==> src/rtl/dual_core_dmem_arbiter_if.sv <==
// Core-side request/response ports and the shared data memory port
// of the dual-core data memory arbiter.
interface dual_core_dmem_arbiter_if #(
  parameter int addr_width = 12,
  parameter int data_width = 12,
  parameter int cnt_width  = 16
);
  logic                  req1;
  logic                  we1;
  logic [addr_width-1:0] addr1;
  logic [data_width-1:0] wdata1;
  logic                  ack1;
  logic [data_width-1:0] rdata1;

  logic                  req2;
  logic                  we2;
  logic [addr_width-1:0] addr2;
  logic [data_width-1:0] wdata2;
  logic                  ack2;
  logic [data_width-1:0] rdata2;

  logic [addr_width-1:0] mem_addr;
  logic [data_width-1:0] mem_wdata;
  logic                  mem_wren;
  logic [data_width-1:0] mem_q;

  logic                  busy;
  logic                  grant_id;
  logic [cnt_width-1:0]  contention_count;

  modport slave (
    input  req1, we1, addr1, wdata1,
    input  req2, we2, addr2, wdata2,
    input  mem_q,
    output ack1, rdata1, ack2, rdata2,
    output mem_addr, mem_wdata, mem_wren,
    output busy, grant_id, contention_count
  );

  modport master (
    output req1, we1, addr1, wdata1,
    output req2, we2, addr2, wdata2,
    output mem_q,
    input  ack1, rdata1, ack2, rdata2,
    input  mem_addr, mem_wdata, mem_wren,
    input  busy, grant_id, contention_count
  );
endinterface

==> src/rtl/dual_core_dmem_arbiter.sv <==
// Round-robin arbiter sharing one single-port data memory
// between two cores; one access per four cycles.
module dual_core_dmem_arbiter #(
  parameter int addr_width = 12,
  parameter int data_width = 12,
  parameter int cnt_width  = 16
) (
  input logic clk,
  input logic reset,
  dual_core_dmem_arbiter_if.slave bus
);

  typedef enum logic [1:0] {
    IDLE,
    ISSUE,
    CAPTURE,
    RESPOND
  } state_t;

  localparam logic [cnt_width-1:0] cnt_max = '1;

  state_t state, state_n;

  logic                  gid_q, gid_n;
  logic                  last_q, last_n;
  logic                  we_q, we_n;
  logic [addr_width-1:0] addr_q, addr_n;
  logic [data_width-1:0] wdata_q, wdata_n;
  logic                  wren_q, wren_n;
  logic                  ack1_q, ack1_n;
  logic                  ack2_q, ack2_n;
  logic [data_width-1:0] rd1_q, rd1_n;
  logic [data_width-1:0] rd2_q, rd2_n;
  logic                  busy_q, busy_n;
  logic [cnt_width-1:0]  cnt_q, cnt_n;

  logic both;
  logic pick;

  // last_q=1 means core2 won last, so a tie goes to core1
  assign both = bus.req1 & bus.req2;
  assign pick = both ? ~last_q : bus.req2;

  always_ff @(posedge clk) begin
    if (reset) begin
      state   <= IDLE;
      gid_q   <= 1'b0;
      last_q  <= 1'b1;
      we_q    <= 1'b0;
      addr_q  <= '0;
      wdata_q <= '0;
      wren_q  <= 1'b0;
      ack1_q  <= 1'b0;
      ack2_q  <= 1'b0;
      rd1_q   <= '0;
      rd2_q   <= '0;
      busy_q  <= 1'b0;
      cnt_q   <= '0;
    end else begin
      state   <= state_n;
      gid_q   <= gid_n;
      last_q  <= last_n;
      we_q    <= we_n;
      addr_q  <= addr_n;
      wdata_q <= wdata_n;
      wren_q  <= wren_n;
      ack1_q  <= ack1_n;
      ack2_q  <= ack2_n;
      rd1_q   <= rd1_n;
      rd2_q   <= rd2_n;
      busy_q  <= busy_n;
      cnt_q   <= cnt_n;
    end
  end

  always_comb begin
    state_n = state;
    gid_n   = gid_q;
    last_n  = last_q;
    we_n    = we_q;
    addr_n  = addr_q;
    wdata_n = wdata_q;
    wren_n  = 1'b0;
    ack1_n  = 1'b0;
    ack2_n  = 1'b0;
    rd1_n   = rd1_q;
    rd2_n   = rd2_q;
    cnt_n   = cnt_q;
    unique case (state)
      IDLE: begin
        if (both && cnt_q != cnt_max)
          cnt_n = cnt_q + 1'b1;
        if (bus.req1 || bus.req2) begin
          state_n = ISSUE;
          gid_n   = pick;
          last_n  = pick;
          we_n    = pick ? bus.we2 : bus.we1;
          wren_n  = pick ? bus.we2 : bus.we1;
          addr_n  = pick ? bus.addr2 : bus.addr1;
          wdata_n = pick ? bus.wdata2 : bus.wdata1;
        end
      end
      ISSUE: begin
        state_n = CAPTURE;
      end
      CAPTURE: begin
        // registered read data lands this cycle
        if (!we_q) begin
          if (gid_q)
            rd2_n = bus.mem_q;
          else
            rd1_n = bus.mem_q;
        end
        ack1_n  = ~gid_q;
        ack2_n  = gid_q;
        state_n = RESPOND;
      end
      RESPOND: begin
        state_n = IDLE;
      end
      default: begin
        state_n = IDLE;
      end
    endcase
  end

  assign busy_n = (state_n != IDLE);

  assign bus.ack1             = ack1_q;
  assign bus.ack2             = ack2_q;
  assign bus.rdata1           = rd1_q;
  assign bus.rdata2           = rd2_q;
  assign bus.mem_addr         = addr_q;
  assign bus.mem_wdata        = wdata_q;
  assign bus.mem_wren         = wren_q;
  assign bus.busy             = busy_q;
  assign bus.grant_id         = gid_q;
  assign bus.contention_count = cnt_q;

endmodule

==> src/flat_wrapper.sv <==
// flat-port wrapper written by rule: the top's interface ports become plain ports
module dual_core_dmem_arbiter_flat 
#(
  parameter int addr_width = 12,
  parameter int data_width = 12,
  parameter int cnt_width  = 16
)
  (clk, reset, bus_req1, bus_we1, bus_addr1, bus_wdata1, bus_req2, bus_we2, bus_addr2, bus_wdata2, bus_mem_q, bus_ack1, bus_rdata1, bus_ack2, bus_rdata2, bus_mem_addr, bus_mem_wdata, bus_mem_wren, bus_busy, bus_grant_id, bus_contention_count);
  dual_core_dmem_arbiter_if #(.addr_width(addr_width), .data_width(data_width), .cnt_width(cnt_width)) bus_i ();
  input logic clk;
  input logic reset;
  input wire logic [$bits(bus_i.req1)-1:0] bus_req1;
  input wire logic [$bits(bus_i.we1)-1:0] bus_we1;
  input wire logic [$bits(bus_i.addr1)-1:0] bus_addr1;
  input wire logic [$bits(bus_i.wdata1)-1:0] bus_wdata1;
  input wire logic [$bits(bus_i.req2)-1:0] bus_req2;
  input wire logic [$bits(bus_i.we2)-1:0] bus_we2;
  input wire logic [$bits(bus_i.addr2)-1:0] bus_addr2;
  input wire logic [$bits(bus_i.wdata2)-1:0] bus_wdata2;
  input wire logic [$bits(bus_i.mem_q)-1:0] bus_mem_q;
  output wire logic [$bits(bus_i.ack1)-1:0] bus_ack1;
  output wire logic [$bits(bus_i.rdata1)-1:0] bus_rdata1;
  output wire logic [$bits(bus_i.ack2)-1:0] bus_ack2;
  output wire logic [$bits(bus_i.rdata2)-1:0] bus_rdata2;
  output wire logic [$bits(bus_i.mem_addr)-1:0] bus_mem_addr;
  output wire logic [$bits(bus_i.mem_wdata)-1:0] bus_mem_wdata;
  output wire logic [$bits(bus_i.mem_wren)-1:0] bus_mem_wren;
  output wire logic [$bits(bus_i.busy)-1:0] bus_busy;
  output wire logic [$bits(bus_i.grant_id)-1:0] bus_grant_id;
  output wire logic [$bits(bus_i.contention_count)-1:0] bus_contention_count;
  assign bus_i.req1 = bus_req1;
  assign bus_i.we1 = bus_we1;
  assign bus_i.addr1 = bus_addr1;
  assign bus_i.wdata1 = bus_wdata1;
  assign bus_i.req2 = bus_req2;
  assign bus_i.we2 = bus_we2;
  assign bus_i.addr2 = bus_addr2;
  assign bus_i.wdata2 = bus_wdata2;
  assign bus_i.mem_q = bus_mem_q;
  assign bus_ack1 = bus_i.ack1;
  assign bus_rdata1 = bus_i.rdata1;
  assign bus_ack2 = bus_i.ack2;
  assign bus_rdata2 = bus_i.rdata2;
  assign bus_mem_addr = bus_i.mem_addr;
  assign bus_mem_wdata = bus_i.mem_wdata;
  assign bus_mem_wren = bus_i.mem_wren;
  assign bus_busy = bus_i.busy;
  assign bus_grant_id = bus_i.grant_id;
  assign bus_contention_count = bus_i.contention_count;
  dual_core_dmem_arbiter #(.addr_width(addr_width), .data_width(data_width), .cnt_width(cnt_width)) u_core (.clk(clk), .reset(reset), .bus(bus_i));
endmodule
==> config.mk <==
export PLATFORM = sky130hd
export DESIGN_NAME = dual_core_dmem_arbiter_flat
export DESIGN_NICKNAME = d
export VERILOG_FILES = /design/src/rtl/dual_core_dmem_arbiter_if.sv /design/src/rtl/dual_core_dmem_arbiter.sv /design/src/flat_wrapper.sv
export SDC_FILE = /design/constraint.sdc
export NUM_CORES = 1
export LEC_CHECK = 0
export BUFFER_PORTS_ARGS = -buffer_cell sky130_fd_sc_hd__buf_4
export CAP_MARGIN = 25
export CORE_ASPECT_RATIO = 0.9
export CORE_UTILIZATION = 30
export DETAILED_ROUTE_END_ITERATION = 10
export GPL_TIMING_DRIVEN = 0
export SLEW_MARGIN = 15
export SYNTH_ARGS = -nofsm -noshare
export SYNTH_HDL_FRONTEND = slang
export SYNTH_SLANG_ARGS = --single-unit
==> constraint.sdc <==
create_clock -name clk -period 3.5 [get_ports clk]
set_input_delay 0.175 -clock clk [delete_from_list [all_inputs] [get_ports clk]]
set_output_delay 0.175 -clock clk [all_outputs]
set_load 0.03 [all_outputs]
==> results.cfg, run 1 <==
[yosys]
ys_types = 42
synth_area_leaders = dfxtp_1 (47%), mux2i_1 (16%), nor2_1 (6.5%), a211oi_1 (6.0%), a21oi_1 (2.1%)
yosys.area.top_type = dfxtp_1
synth_area_mm2 = 0.003103
ys.flop_type = dfxtp_1
synth_edf_count = 0
synth_area_per_cell_um2 = 9.667
synth_top_cell_area_share_pct = 47.10
synth_nets = 391
ys_ff_latch = 73
synth.most_common_cell = dfxtp_1
ys_seq_area_share_pct = 47.10
ys_top_cells_by_count = dfxtp_1 (73), nor2_1 (54), mux2i_1 (49)
syn_inst = 321
synthArstFlopShare_pct = 0
yosysWarnings = 0

[floorplan]
die_h_um = 98.49
initial_utilization_pct = 31.44
rows = 34
io-pin-count = 135
core_mm2 = 0.009869
die_area_mm2 = 0.01076
die_x_um = 109.2

[cells_and_area]
layout-drive-gt1-share_pct = 34.68
final_area_mm2 = 0.004586
area_delta_synth_final_pct = 47.78
nets = 535
antenna_cells = 0

[cts]
cts.sinks = 73
ctsHoldBuffers = 0
cts_buffer_depth = 2
post_cts_resize_count = 0
cts_tree = yes
post-cts-setup-buffers = 0
clk_latency_ps = 330
path_clk_slew_ps = 60
cts_root_buf = clkbuf_16
cts_htree_levels = 3
cts_inserted_buffers = 9

[timing]
fin_tns_setup_ps = 0
finalSetupViolations = 0
slew_headroom_pct = 63.20
fin_ws_ps = 1474
hold_ws_ps = 90.26
hold_viol_final = 0
slew_violations = 0
grt_setup_unrepaired = no
fmax_mhz = 493.6
clock_skew_ps = 6.212
tightest_slew_ps = 552.0
fin_crit_sh_pct = 57.89
period_needed_ps = 2026

[drt]
drc_errors = 0
firstDrtPassIters = 4
antenna_left = 0
wl_per_cell_um = 14.18
num_vias = 2889
wl_um = 8451
drt_iter0_markers = 76
routed_via_density = 4.847

[worst_hold_path]
min_path_type = in2reg

[setup_path]
crit_type = reg2reg
crit_path_end_kind = register
cp_max_fo = 10
cp.required_ps = 3710
cp-start-kind = register
cp.arrival_ps = 2230

[pwr]
power_density_mw_per_mm2 = 700.5
p_leak_nw = 2.020
power_mw = 3.212
vdd_drop_max_v = 0.0003214

[grt]
grtUsageTotal_pct = 15.99
grt_max_degree = 15
grt_pass1_vias = 2775
overflow = 0
grt_pass1_wl_um = 13250
antenna_found_initial = 0

[flow_run]
maxCapViolCount = 0

[placement]
numPortBuffers = 133
pre_cts_slack_ps = 1495
place_area_mm2 = 0.004259
hpwlAfterDp_um = 6470
routabilityCongestion = 0.7888

[status]
status = complete, no violations
through the flow:
step | std cells | utilization, %
2_1_floorplan | 321 | -
3_3_place_gp | 580 | 43.15
3_5_place_dp | 580 | 43.15
4_1_cts | 596 | 46.46
5_1_grt | 596 | 46.46
6_report | 596 | 46.46
final timing paths:
kind	from	endpoint	slack [ps]	cells past startpoint
max	u_core.bus.contention_count[0]$_SDFFE_PP0P_	u_core.bus.contention_count[6]$_SDFFE_PP0P_	1470	6
min	bus_mem_q[7]	u_core.bus.rdata1[7]$_SDFFE_PP0P_	90	3
min reg2reg	u_core.bus.rdata1[4]$_SDFFE_PP0P_	u_core.bus.rdata1[4]$_SDFFE_PP0P_	500	2
max reg2reg	u_core.bus.contention_count[0]$_SDFFE_PP0P_	u_core.bus.contention_count[6]$_SDFFE_PP0P_	1470	6
critical path, cell delays in order (launching register included):
cell and delay [ps]:
dfxtp_1 390, ha_1 220, nand4_1 210, nor4_2 430
buf_4 250, nor4_1 70, mux2_1 330
kinds of logic (layout without fill, tap and decap cells):
family	Yosys count	count (layout)	synth area share [%]
adder cells (fa/ha/maj)	4	4	1.613
AO/OA/AOI/OAI	59	59	12.94
buffers and inverters	27	176	4.234
multiplexers	52	52	16.90
AND/OR/NAND/NOR	106	106	17.22
flip-flops	73	73	47.10
cell type report:
cell class | instances | area [um2]
Fill cell | 944 | 5284
Multi-Input combinational cell | 221 | 1510
Sequential cell | 73 | 1461
Timing Repair Buffer | 133 | 998.5
Clock buffer | 9 | 225.2
Tap cell | 126 | 157.7
Buffer | 22 | 112.6
Clock inverter | 7 | 101.3
Inverter | 5 | 18.77
power breakdown:
part | total (mW) | leakage (nW) | switching [mW] | internal (mW)
combinational | 1.12 | 1.27 | 0.680 | 0.436
clock | 1.01 | 0.153 | 0.377 | 0.632
sequential | 1.09 | 0.597 | 0.0912 | 0.997
total | 3.21 | 2.02 | 1.15 | 2.06
state kept, by name, summed over array words and instances (netlist names):
register                     cells
u_core.bus.busy                  1
u_core.bus.mem_addr             12
u_core.bus.ack1                  1
u_core.state                     2
u_core.bus.ack2                  1
u_core.we_q                      1
u_core.bus.grant_id              1
u_core.bus.rdata1               12
u_core.bus.mem_wren              1
u_core.last_q                    1
u_core.bus.mem_wdata            12
u_core.bus.contention_count     16
u_core.bus.rdata2               12
layer usage:
| metal | part of all wire, % | track usage (%) | vias to the layer above |
|---|---|---|---|
| met5 | 0 | 0 | - |
| met4 | 0.63 | 5.231 | 0 |
| met3 | 8.5 | 6.151 | 4 |
| met2 | 44 | 24.48 | 118 |
| met1 | 47 | 20.59 | 1307 |
| li1 | - | - | 1460 |
layout by cell type (no fill, tap or decap), drive strengths merged, types with 6 or more instances in the layout:
cell type    n
a21oi       13
o21ai        6
a211oi      25
inv          8
buf        144
or4          6
clkbuf      20
nand3        8
dfxtp       73
nor2        54
mux2i       49
o31ai        6
Note: power is estimated with default switching activity, not from simulation.
==> run 2: changes to the inputs <==
==> constraint.sdc (replaced) <==
create_clock -name clk -period 1.8 [get_ports clk]
set_input_delay 0.09 -clock clk [delete_from_list [all_inputs] [get_ports clk]]
set_output_delay 0.09 -clock clk [all_outputs]
set_load 0.03 [all_outputs]
==> run 2 against run 1 <==
Effect of this change: combinational power rose by 110%; core utilization up 1.4 points; largest power group unchanged; sequential share of layout area decreased by 0.90 points; clock power up 60%; routed wire length rose by 3.1%; register-to-register slack got worse by 1400 ps; critical path depth increased by 1; sequential power grew 94%.
==> results.cfg, run 2 (synthesis results as in run 1) <==
[flow_run]
maxCapViolCount = 0

[drt]
drt_iter0_markers = 66
wl_um = 8713
routed_via_density = 4.798
drc_errors = 0
antenna_left = 0
wl_per_cell_um = 14.33
num_vias = 2917
firstDrtPassIters = 4

[floorplan]
initial_utilization_pct = 31.44
io-pin-count = 135
core_mm2 = 0.009869
die_h_um = 98.49
die_x_um = 109.2
rows = 34
die_area_mm2 = 0.01076

[setup_path]
cp_max_fo = 6
crit_type = reg2reg
cp.arrival_ps = 1980
cp_slowest_cell = or4_1
crit_path_cell_trace = inv_2 -> ha_4 -> and3_4 -> nand3_4 -> buf_6 -> or4_1 -> a21oi_2
cp-start-kind = register
crit_path_end_kind = register
cp.required_ps = 2060
critPathMaxStageDelay_ps = 490
r2r_cells = 7

[pwr]
p_leak_nw = 2.075
power_mw = 6.057
vdd_drop_max_v = 0.0006599
power_density_mw_per_mm2 = 1281

[placement]
routabilityCongestion = 0.7863
numPortBuffers = 133
hpwlAfterDp_um = 6408

[cts]
clk_latency_ps = 330
cts_tree = yes
path_clk_slew_ps = 60
cts_inserted_buffers = 9
cts_buffer_depth = 2
cts.sinks = 73
cts_root_buf = clkbuf_16
cts_htree_levels = 3

[grt]
antenna_found_initial = 0
grt_max_degree = 14
overflow = 0
grt_pass1_vias = 2805
grtUsageTotal_pct = 16.38
grt_pass1_wl_um = 13630

[timing]
finalSetupViolations = 0
grt_setup_unrepaired = yes
hold_ws_ps = 8.250
period_needed_ps = 1728
tightest_slew_ps = 542.1
slew_violations = 0
slew_headroom_pct = 63.86
fin_crit_sh_pct = 95.98
fmax_mhz = 578.8
clock_skew_ps = 7.380
hold_viol_final = 0

[status]
status = complete, no violations

[cells_and_area]
antenna_cells = 0
layout-drive-gt1-share_pct = 38.80
final_common_cell = buf_4
nets = 547
final_cell_mix = buf_4 (144), dfxtp_1 (71), nor2_1 (54), mux2i_1 (49), a211oi_1 (25)
largest_register_ffs = 16
area_delta_synth_final_pct = 52.34

[worst_hold_path]
min_path_type = in2reg
hold_depth = 3
[run 2: cell count changes in the layout (fill, tap and decap cells not counted), moves of 2 or more]
cell / before / now
a21oi_1: 13 / 11
dlygate4sd3_1: 0 / 3
a21oi_2: 0 / 2
bufinv_16: 2 / 0
dfxtp_1: 73 / 71
inv_2: 0 / 2
ha_4: 0 / 2
inv_1: 5 / 3
buf_4: 136 / 144
inv_6: 3 / 1
ha_1: 4 / 2
clkinv_2: 0 / 3
dfxtp_2: 0 / 2
[run 2: repair_timing]
action,CTS,global route
resized for setup,11,11
setup buffers,4,4
endpoints found under the hold margin,3,0
gates cloned,1,0
setup endpoints to repair,39,26
pin swaps,1,5
hold buffers,3,0
[run 2: report_power, final]
group	internal, mW	switching [mW]
registers	1.94	0.183
clock network	0.929	0.696
logic	0.944	1.37
[run 2: critical path: cells and delay by family, from the launching register on]
kind | cells | cell delay (ps)
and+or+nand+nor | 3 | 800
AOI/OAI and AO/OA | 1 | 140
DFF | 1 | 320
adders and majority gates | 1 | 160
buffers and inverters | 2 | 240
[run 2: layout make-up]
cell class	count	area, um2
multi-input cells	221	1600
well taps	126	157.7
clock buffers	9	225.2
flip-flops and latches	73	1464
plain buffers	22	121.4
fillers	941	5142
repair buffers	145	1094
clock inverters	7	46.29
inverters	5	18.77
[run 2: worst paths after layout]
check             slack (ps)                                     endpoint                              start
setup / recovery          70  u_core.bus.contention_count[9]$_SDFFE_PP0P_         u_core.state[0]$_SDFF_PP0_
hold / removal             8            u_core.bus.rdata1[2]$_SDFFE_PP0P_                       bus_mem_q[2]
setup reg to reg          70  u_core.bus.contention_count[9]$_SDFFE_PP0P_         u_core.state[0]$_SDFF_PP0_
hold reg to reg          490            u_core.bus.rdata1[2]$_SDFFE_PP0P_  u_core.bus.rdata1[2]$_SDFFE_PP0P_
[run 2: metrics by stage]
step	worst slack (ps)	std cells	setup TNS [ps]	util (%)	cell area (um2)
finish	72.31	608	0	47.90	4727
global route	-6.923	608	-12.73	47.90	4727
CTS	7.678	604	0	46.98	4637
detailed placement	-172.5	580	-4483	43.18	4262
global placement	-126.9	580	-3239	43.18	4262
floorplan	20.60	321	0	-	3105
[run 2: layer usage]
layer  global-route usage (%)  vias up  part of all wire [%]
met4                    4.205        0                   1.1
li1                         -     1482                     -
met3                    6.614        8                   8.6
met2                    25.50      119                    45
met5                        0        -                     0
met1                    20.98     1308                    45
==> run 3: changes to the inputs <==
==> constraint.sdc (replaced) <==
create_clock -name clk -period 1.8 [get_ports clk]
set_input_delay 0.09 -clock clk [delete_from_list [all_inputs] [get_ports clk]]
set_output_delay 0.09 -clock clk [all_outputs]
set_load 0.01 [all_outputs]
==> run 3 against run 2 <==
Effect of this change: routed wire length decreased by 0.77%; total power is 2.0% lower; design area up 1.7%; register-to-register slack worse by 20 ps; worst setup slack lost 19 ps; non-clock buffer count rose by 3; cell count increased by 0.49%; critical path type unchanged; largest cell class unchanged; largest power group is now sequential cells; highest routed layer unchanged.
==> results.cfg, run 3 (synthesis results as in run 1) <==
[timing]
slew_violations = 0
fmax_mhz = 572.4
hold_viol_final = 0
period_needed_ps = 1747
clock_skew_ps = 6.515
slew_headroom_pct = 61.93
fin_tns_setup_ps = 0
tightest_slew_ps = 571.1
finalSetupViolations = 0
fin_crit_sh_pct = 97.06
hold_ws_ps = 12.88

[setup_path]
critPathMaxStageDelay_ps = 460
r2r-start = u_core.bus.contention_count[1]$_SDFFE_PP0P_
setup.worst_path.start = u_core.bus.contention_count[1]$_SDFFE_PP0P_
r2r_end = u_core.bus.contention_count[2]$_SDFFE_PP0P_
cp-start-kind = register
cp.arrival_ps = 2000
crit_path_cell_trace = ha_4 -> nand4_1 -> buf_4 -> nor4_4 -> buf_6 -> buf_4 -> or4_1 -> a21oi_1
crit_path_end = u_core.bus.contention_count[2]$_SDFFE_PP0P_
r2r_cells = 8
crit_path_end_kind = register
cp.required_ps = 2050
crit_type = reg2reg
reg2reg_slack_ps = 50
cp_max_fo = 5
cp_slowest_cell = or4_1
crit_top_cell = buf_4

[drt]
antenna_left = 0
wl_per_cell_um = 14.15
firstDrtPassIters = 4
routed_via_density = 4.869
wl_um = 8646
drc_errors = 0
drt_iter0_markers = 77
num_vias = 2975

[placement]
place_area_mm2 = 0.004259
routabilityCongestion = 0.7888
numPortBuffers = 133
hpwlAfterDp_um = 6470

[cts]
cts_root_buf = clkbuf_16
cts.sinks = 73
path_clk_slew_ps = 60
cts_tree = yes
cts_buffer_depth = 2
clk_latency_ps = 330
cts_inserted_buffers = 9
cts_htree_levels = 3

[cells_and_area]
antenna_cells = 0
nets = 550
largest_register_ffs = 16
n_fill_cell = 918
multi_input_area_mm2 = 0.001595
area_delta_synth_final_pct = 54.92
register_area_mm2 = 0.001471
final_area_mm2 = 0.004807
layout-drive-gt1-share_pct = 39.79
final_common_cell = buf_4
final_cell_mix = buf_4 (147), dfxtp_1 (69), nor2_1 (54), mux2i_1 (49), a211oi_1 (25)

[pwr]
p_leak_nw = 2.130
vdd_drop_max_v = 0.0005637
power_density_mw_per_mm2 = 1235

[grt]
grtUsageTotal_pct = 16.17
overflow = 0
antenna_found_initial = 0
grt_pass1_vias = 2815
grt_pass1_wl_um = 13420
grt_max_degree = 15

[floorplan]
die_h_um = 98.49
core_mm2 = 0.009869
initial_utilization_pct = 31.44
die_area_mm2 = 0.01076
io-pin-count = 135
rows = 34
die_x_um = 109.2

[status]
status = complete, no violations

[flow_run]
maxCapViolCount = 0

[worst_hold_path]
hold_start = bus_mem_q[9]
min_path_type = in2reg
-- run 3: repair_timing --
action / 4_1_cts / 5_1_grt
hold endpoints to repair: 3 / 0
gates cloned: 0 / 1
gates resized for setup: 11 / 18
endpoints found under the setup margin: 44 / 27
pin swaps: 1 / 5
hold buffers: 3 / 0
setup buffers: 1 / 10
-- run 3: final cells by class --
type,instances,area share (%)
Tap cell,126,3.280
Inverter,5,0.3904
Sequential cell,73,30.61
Timing Repair Buffer,148,23.22
Clock inverter,7,2.108
Multi-Input combinational cell,221,33.19
Buffer,22,2.525
Clock buffer,9,4.685
-- run 3: worst min path at each step --
stage,depth (start not counted),end,slack (ps)
finish,3,u_core.bus.rdata2[9]$_SDFFE_PP0P_,10
CTS,3,u_core.bus.rdata2[9]$_SDFFE_PP0P_,0.5
floorplan,2,u_core.bus.rdata2[0]$_SDFFE_PP0P_,230
global placement,3,u_core.bus.rdata2[7]$_SDFFE_PP0P_,330
detailed placement,3,u_core.bus.rdata1[7]$_SDFFE_PP0P_,340
global route,3,u_core.bus.rdata2[0]$_SDFFE_PP0P_,2
-- run 3: power breakdown --
part / leakage (nW) / switching (mW) / internal (mW)
combinational: 1.38 / 0.932 / 0.924
sequential: 0.599 / 0.182 / 1.94
clock: 0.153 / 0.730 / 1.23
total: 2.13 / 1.84 / 4.09
-- run 3: per-stage QoR --
step | total power, mW | setup WS [ps] | std cells | utilization (%)
5_1_grt | 6.298 | -10.61 | 611 | 48.71
2_1_floorplan | 3.103 | 20.18 | 321 | -
4_1_cts | 5.947 | -28.92 | 600 | 47.29
3_3_place_gp | 3.874 | -175.8 | 580 | 43.15
6_report | 5.936 | 52.88 | 611 | 48.71
3_5_place_dp | 3.906 | -205.4 | 580 | 43.15
-- run 3: layer usage --
metal  GRT usage (%)  wire length (um)  vias to the layer above
met1           20.72              3891                     1351
li1                -                 -                     1491
met4           5.744                70                        0
met3           5.952               724                        6
met2           24.87              3959                      127
met5               0                 0                        -
-- run 3: worst max-delay path: cells and delay by family, from the launching register on --
kind                     cells  cell delay (ps)
adder cells (fa/ha/maj)      1              150
AND/OR/NAND/NOR              3              600
flip-flops                   1              350
AO/OA/AOI/OAI                1              140
buffers and inverters        3              430
